File: src/rtl/uart_pkg.sv
// uart_pkg: shared UART types, framing constants and parity helper for the TX and RX paths.
package uart_pkg;
  localparam int DATA_WIDTH = 8;
  localparam logic PAR_EVEN = 1'b0;
  localparam logic PAR_ODD = 1'b1;
  localparam logic START_BIT = 1'b0;
  localparam logic STOP_BIT = 1'b1;
  typedef enum logic [2:0] {IDLE, START, DATA, PARITY, STOP} uart_state_e;
  function automatic logic parity_bit(input logic [DATA_WIDTH-1:0] d, input logic typ);
    return (^d) ^ (typ == PAR_ODD);
  endfunction
endpackage

File: src/rtl/uart_tx_serializer.sv
// uart_tx_serializer: payload shift register, bit index and parity for the UART transmitter.
module uart_tx_serializer
  import uart_pkg::*;
(
  input  logic                  clk,
  input  logic                  rst_n,
  input  logic                  load,
  input  logic                  shift,
  input  logic                  step,
  input  logic [DATA_WIDTH-1:0] data,
  input  logic                  par_typ,
  output logic                  ser_bit,
  output logic                  par_bit,
  output logic                  last
);
  localparam int IW = $clog2(DATA_WIDTH);
  logic [DATA_WIDTH-1:0] sreg;
  logic [IW-1:0] idx;
  always_ff @(posedge clk or negedge rst_n) begin
    if (!rst_n) begin
      sreg <= '0;
      idx <= '0;
      par_bit <= 1'b0;
    end else if (load) begin
      sreg <= data;
      idx <= '0;
      par_bit <= parity_bit(data, par_typ);
    end else begin
      if (shift) sreg <= sreg >> 1;
      if (step) idx <= idx + IW'(1);
    end
  end
  assign ser_bit = sreg[0];
  assign last = idx == IW'(DATA_WIDTH - 1);
endmodule

File: src/rtl/uart_tx_frame.sv
// uart_tx_frame: UART transmitter; one handshaked byte per frame, start/data/optional parity/stop,
// each bit held for a latched prescale count of clk cycles.
module uart_tx_frame
  import uart_pkg::*;
#(
  parameter int DATA_WIDTH = 8,
  parameter int PRESCALE_W = 6
) (
  input  logic                  clk,
  input  logic                  rst_n,
  input  logic [PRESCALE_W-1:0] prescale,
  input  logic                  par_en,
  input  logic                  par_typ,
  input  logic [DATA_WIDTH-1:0] P_DATA,
  input  logic                  data_valid,
  output logic                  tx_out,
  output logic                  busy
);
  uart_state_e state, nxt;
  logic [PRESCALE_W-1:0] cnt, psc_l, psc_eff;
  logic par_en_l, ser_bit, par_bit, last, accept, bit_end;
  assign psc_eff = prescale == '0 ? PRESCALE_W'(1) : prescale;
  assign accept = state == IDLE && data_valid;
  assign bit_end = cnt == '0;
  always_comb begin
    nxt = state == START ? DATA :
          state == DATA ? (last ? (par_en_l ? PARITY : STOP) : DATA) :
          state == PARITY ? STOP : IDLE;
  end
  uart_tx_serializer u_ser (
    .clk(clk),
    .rst_n(rst_n),
    .load(accept),
    .shift(bit_end && (state == START || state == DATA)),
    .step(bit_end && state == DATA),
    .data(P_DATA),
    .par_typ(par_typ),
    .ser_bit(ser_bit),
    .par_bit(par_bit),
    .last(last)
  );
  always_ff @(posedge clk or negedge rst_n) begin
    if (!rst_n) begin
      state <= IDLE;
      cnt <= '0;
      psc_l <= '0;
      par_en_l <= 1'b0;
      tx_out <= STOP_BIT;
      busy <= 1'b0;
    end else if (accept) begin
      psc_l <= psc_eff;
      par_en_l <= par_en;
      cnt <= psc_eff - PRESCALE_W'(1);
      tx_out <= START_BIT;
      busy <= 1'b1;
      state <= START;
    end else if (state != IDLE) begin
      if (bit_end) begin
        state <= nxt;
        cnt <= psc_l - PRESCALE_W'(1);
        tx_out <= nxt == DATA ? ser_bit : nxt == PARITY ? par_bit : STOP_BIT;
        busy <= nxt != IDLE;
      end else begin
        cnt <= cnt - PRESCALE_W'(1);
      end
    end
  end
endmodule

File: config.mk
export PLATFORM = sky130hd
export DESIGN_NAME = uart_tx_frame
export DESIGN_NICKNAME = d
export VERILOG_FILES = /design/src/rtl/uart_pkg.sv /design/src/rtl/uart_tx_serializer.sv /design/src/rtl/uart_tx_frame.sv
export SDC_FILE = /design/constraint.sdc
export NUM_CORES = 1
export LEC_CHECK = 0
export CORE_MARGIN = 2
export CORE_UTILIZATION = 40
export CTS_BUF_LIST = sky130_fd_sc_hd__clkbuf_2
export DETAILED_ROUTE_END_ITERATION = 16
export PLACE_DENSITY = 0.72
export SLEW_MARGIN = 5
export SYNTH_ARGS = -nofsm -noshare
export SYNTH_HDL_FRONTEND = slang
export SYNTH_SLANG_ARGS = --single-unit
File: constraint.sdc
create_clock -name clk -period 6.04 [get_ports clk]
set_clock_uncertainty 0.15 [all_clocks]
set_input_delay 0.906 -clock clk [delete_from_list [all_inputs] [get_ports clk]]
set_output_delay 0.906 -clock clk [all_outputs]
set_load 0.01 [all_outputs]
==> run summary <==
Timing analysis after detailed placement gives a worst setup slack of 2.154 ns. The number of placed instances with taps included is 247. The average cell area after synthesis is 8.806 sq um. Together, buffers and inverters on the worst path number 2. The hold violation total from the final report is 0. The CTS buffer count came out at 5. The cell with the largest stage delay on the worst path is or4b_1.

TritonCTS built the clock tree. In the finished design, the share of the clock period the worst path needs comes to 57.40%. The clock edge transition at the registers on the reported setup and hold paths came out at 0.17 ns. Following the worst setup path forward leads to its endpoint at cnt[4]. The worst pin sits at a relative slew slack of 25.18%. The number of storage elements in the synthesis netlist came out at 30. The placeable core region is 0.003943 sq mm. The final standard cell area without fillers is 0.001893 sq mm.

By area the synthesized netlist is led by dfrtp_1 (45%), nand2_1 (10%), xnor2_1 (6.0%), nor2_1 (4.2%), o21ai_0 (4.0%). The start of the worst register-to-register path is state[0]. No sink is reached through more buffers than the 2 on the longest clock path. The number of routed nets with antenna violations came out at 0.

The count of yosys warnings during synthesis is 0. The flow ran to the end, and the final reports show no timing, DRC or antenna violations. The later pin in the worst-skew pair is clocked with a latency of 0.38 ns.

The analysis attributes to cell leakage a power of 0.7985 nW. In this run the cell area measured after placement is 0.001852 sq mm. The violation count after the first detailed-route iteration is 58. The residual overflow from global routing came out at 0. The critical path class is input pin to register. The cell accounting for the most synthesized area is dfrtp_1. On the worst path, the slowest cell contributes a delay of 0.86 ns.

Among cell families on the critical path, the largest total delay comes from simple AND/OR/NAND/NOR gates. The post-layout total power is 0.7984 mW. The fraction of final layout cells sized beyond drive strength 1 is 7.317%. Setup repair after global routing left no endpoint under its margin. IR analysis of the VDD net gives a maximum drop of 0.1728 mV. The setup slack of the worst register-to-register path is 2.95 ns. Across the run, the number of max-cap violations was 0. The CTS root buffer is clkbuf_2. In this run, synthesis inferred 0 flip-flops with an integrated enable. The signal on the critical path passes through clkdlybuf4s50_1 -> or4b_1 -> a211oi_4 -> nor2_1 -> inv_1 -> ha_1 -> nor3b_1 -> xnor2_1 -> o21ai_0. The number of nets in the synthesized netlist is 205. For the finished layout, the period the worst path requires is 3.467 ns. The slew at the pin closest to its max-slew limit is 1.112 ns. The die extent in y came out at 67.48 um.

The number of standard cells in the layout, taps in and fillers out came out at 255. The category of the worst setup path capture point is a register. The count of vias placed by the detailed router is 1326. Summing every instance area after synthesis gives 0.001612 sq mm. The total number of cells along the worst setup path came out at 9.

The worst hold path belongs to the class register to register. The area share of the largest cell type after synthesis is 45.03%. The detailed-route wire length is 3359 um.

Sorting the synthesized cells by how often they occur yields nand2_1 (44), dfrtp_1 (29), nor2_1 (18), o21ai_0 (13), xnor2_1 (11). The number of antenna diodes in the final layout is 0. The area added between synthesis and finish came out at 17.47%. The full die area came out at 0.004553 sq mm.

At the end of routability-driven placement, the weighted congestion stood at 0.7860. In the post-route analysis, the smallest setup slack over all paths is 2.573 ns. STA classifies the critical path startpoint as an input pin. The number of cells on the worst reg-to-reg path is 8. Data on the critical path is required at its endpoint by 6.12 ns. The post-CTS setup buffer count came out at 0. The starting density of the core came out at 40.88%. The sink count of the clock tree came out at 30.

For this run, the share of the core covered by cells in the final layout is 48.02%. The critical path starts at data_valid. For this run, asynchronously set or reset flops after synthesis account for 100.0%. The cell count after synthesis came out at 183. The final setup violation count came out at 0. In the final routed layout, each cell accounts on average for 13.17 um.

The chip width is 67.48 um. The highest net fanout along the worst path came out at 24. The worst hold margin came out at 0.3350 ns.

The count of boundary I/O pins came out at 21. Dividing the detail-routed via count by the number of cells gives 5.200. The power per standard cell area came out at 421.8 mW/mm^2. The hold buffer count at CTS came out at 0. The worst register-to-register path ends at cnt[4]. The number of antenna violations at the first check in global routing is 0. The HPWL reported at the end of detailed placement came out at 2291 um. Counting distinct cell types in the post-synthesis netlist gives 38. The worst path arrival time came out at 3.55 ns. The number of pins with negative max-slew slack in the final report is 0. The global-route wire length before repair is 5623 um. The via count of the first global-routing pass is 1251. The maximum number of pins on one net before global-route repair came out at 31. The first-pass iteration count of the detailed router came out at 6. The number of port buffers came out at 20.

The number of rows created at floorplan came out at 23. Among all flip-flop cells after synthesis, the most frequent one is dfrtp_1. The number of gates resized after cts is 0. The aggregate global-route resource usage came out at 16.95%. After synthesis, flip-flops and latches occupy 46.66% of the total area. nand2_1 is the most common cell in the netlist. The number of nets at the end of the flow is 226. The sum of negative setup slack is 0 ns.

The maximum clock frequency is 288.5 MHz. In the routed design, unresolved DRC markers number 0. The H-tree level count is 2.
-- worst min path at each step --
stage	start	end	cells after the start
global route	psc_l[2]	psc_l[2]	2
floorplan	psc_l[2]	psc_l[2]	2
global placement	psc_l[4]	psc_l[4]	2
CTS	psc_l[2]	psc_l[2]	2
detailed placement	psc_l[2]	psc_l[2]	2
finish	psc_l[2]	psc_l[2]	2
-- cell type report --
type	count	area, sq um
Fill cell	400	2049
Multi-Input combinational cell	138	792.0
Sequential cell	30	752.0
Timing Repair Buffer	23	222.7
Tap cell	50	62.56
Clock buffer	5	25.02
Inverter	6	22.52
Clock inverter	3	16.27
-- report_power, final --
| group | switching [mW] | internal [mW] |
|---|---|---|
| logic | 0.183 | 0.151 |
| registers | 0.0716 | 0.290 |
| clock network | 0.0768 | 0.0264 |
| total | 0.332 | 0.467 |
-- cell usage in the layout, fill, tap and decap left out, drive strengths merged, types with 3 or more instances in the layout --
master,instances
a21oi,5
inv,6
ha,3
nand3,4
o211ai,3
nor4,4
clkbuf,5
a31oi,7
nand2,44
o21ai,14
nor2,18
xnor2,11
dfrtp,29
buf,3
clkdlybuf4s50,20
nor3,4
-- cells by family after synthesis --
logic type               share of synthesized area [%]
AND/OR/NAND/NOR                                  22.83
AO/OA/AOI/OAI                                    16.23
flip-flops                                       46.66
buffers and inverters                            4.192
XOR/XNOR                                         6.522
adder cells (fa/ha/maj)                          2.329
multiplexers                                     1.242
-- metal layers --
layer | up-vias | track usage (%) | wire [um]
met5 | - | 0 | 0
li1 | 668 | - | -
met2 | 31 | 27.08 | 1581
met4 | 0 | 7.398 | 65
met1 | 618 | 21.82 | 1561
met3 | 9 | 4.000 | 150
-- sequential cells by signal, indices dropped and copies added, names as in the netlist --
| signal | cells |
|---|---|
| state | 3 |
| u_ser.par_bit | 1 |
| cnt | 6 |
| psc_l | 6 |
| tx_out | 1 |
| u_ser.idx | 3 |
| par_en_l | 1 |
| busy | 1 |
| u_ser.sreg | 8 |
-- worst register-to-register path: stages, from the launching register on --
cell      delay, ns
dfrtp_1        0.56
or4b_1         0.97
a211oi_4       0.41
nor2_1         0.11
inv_1          0.08
ha_1           0.18
nor3b_1        0.25
xnor2_1        0.14
o21ai_0        0.09
No activity file was read; power rests on OpenSTA's default activity.
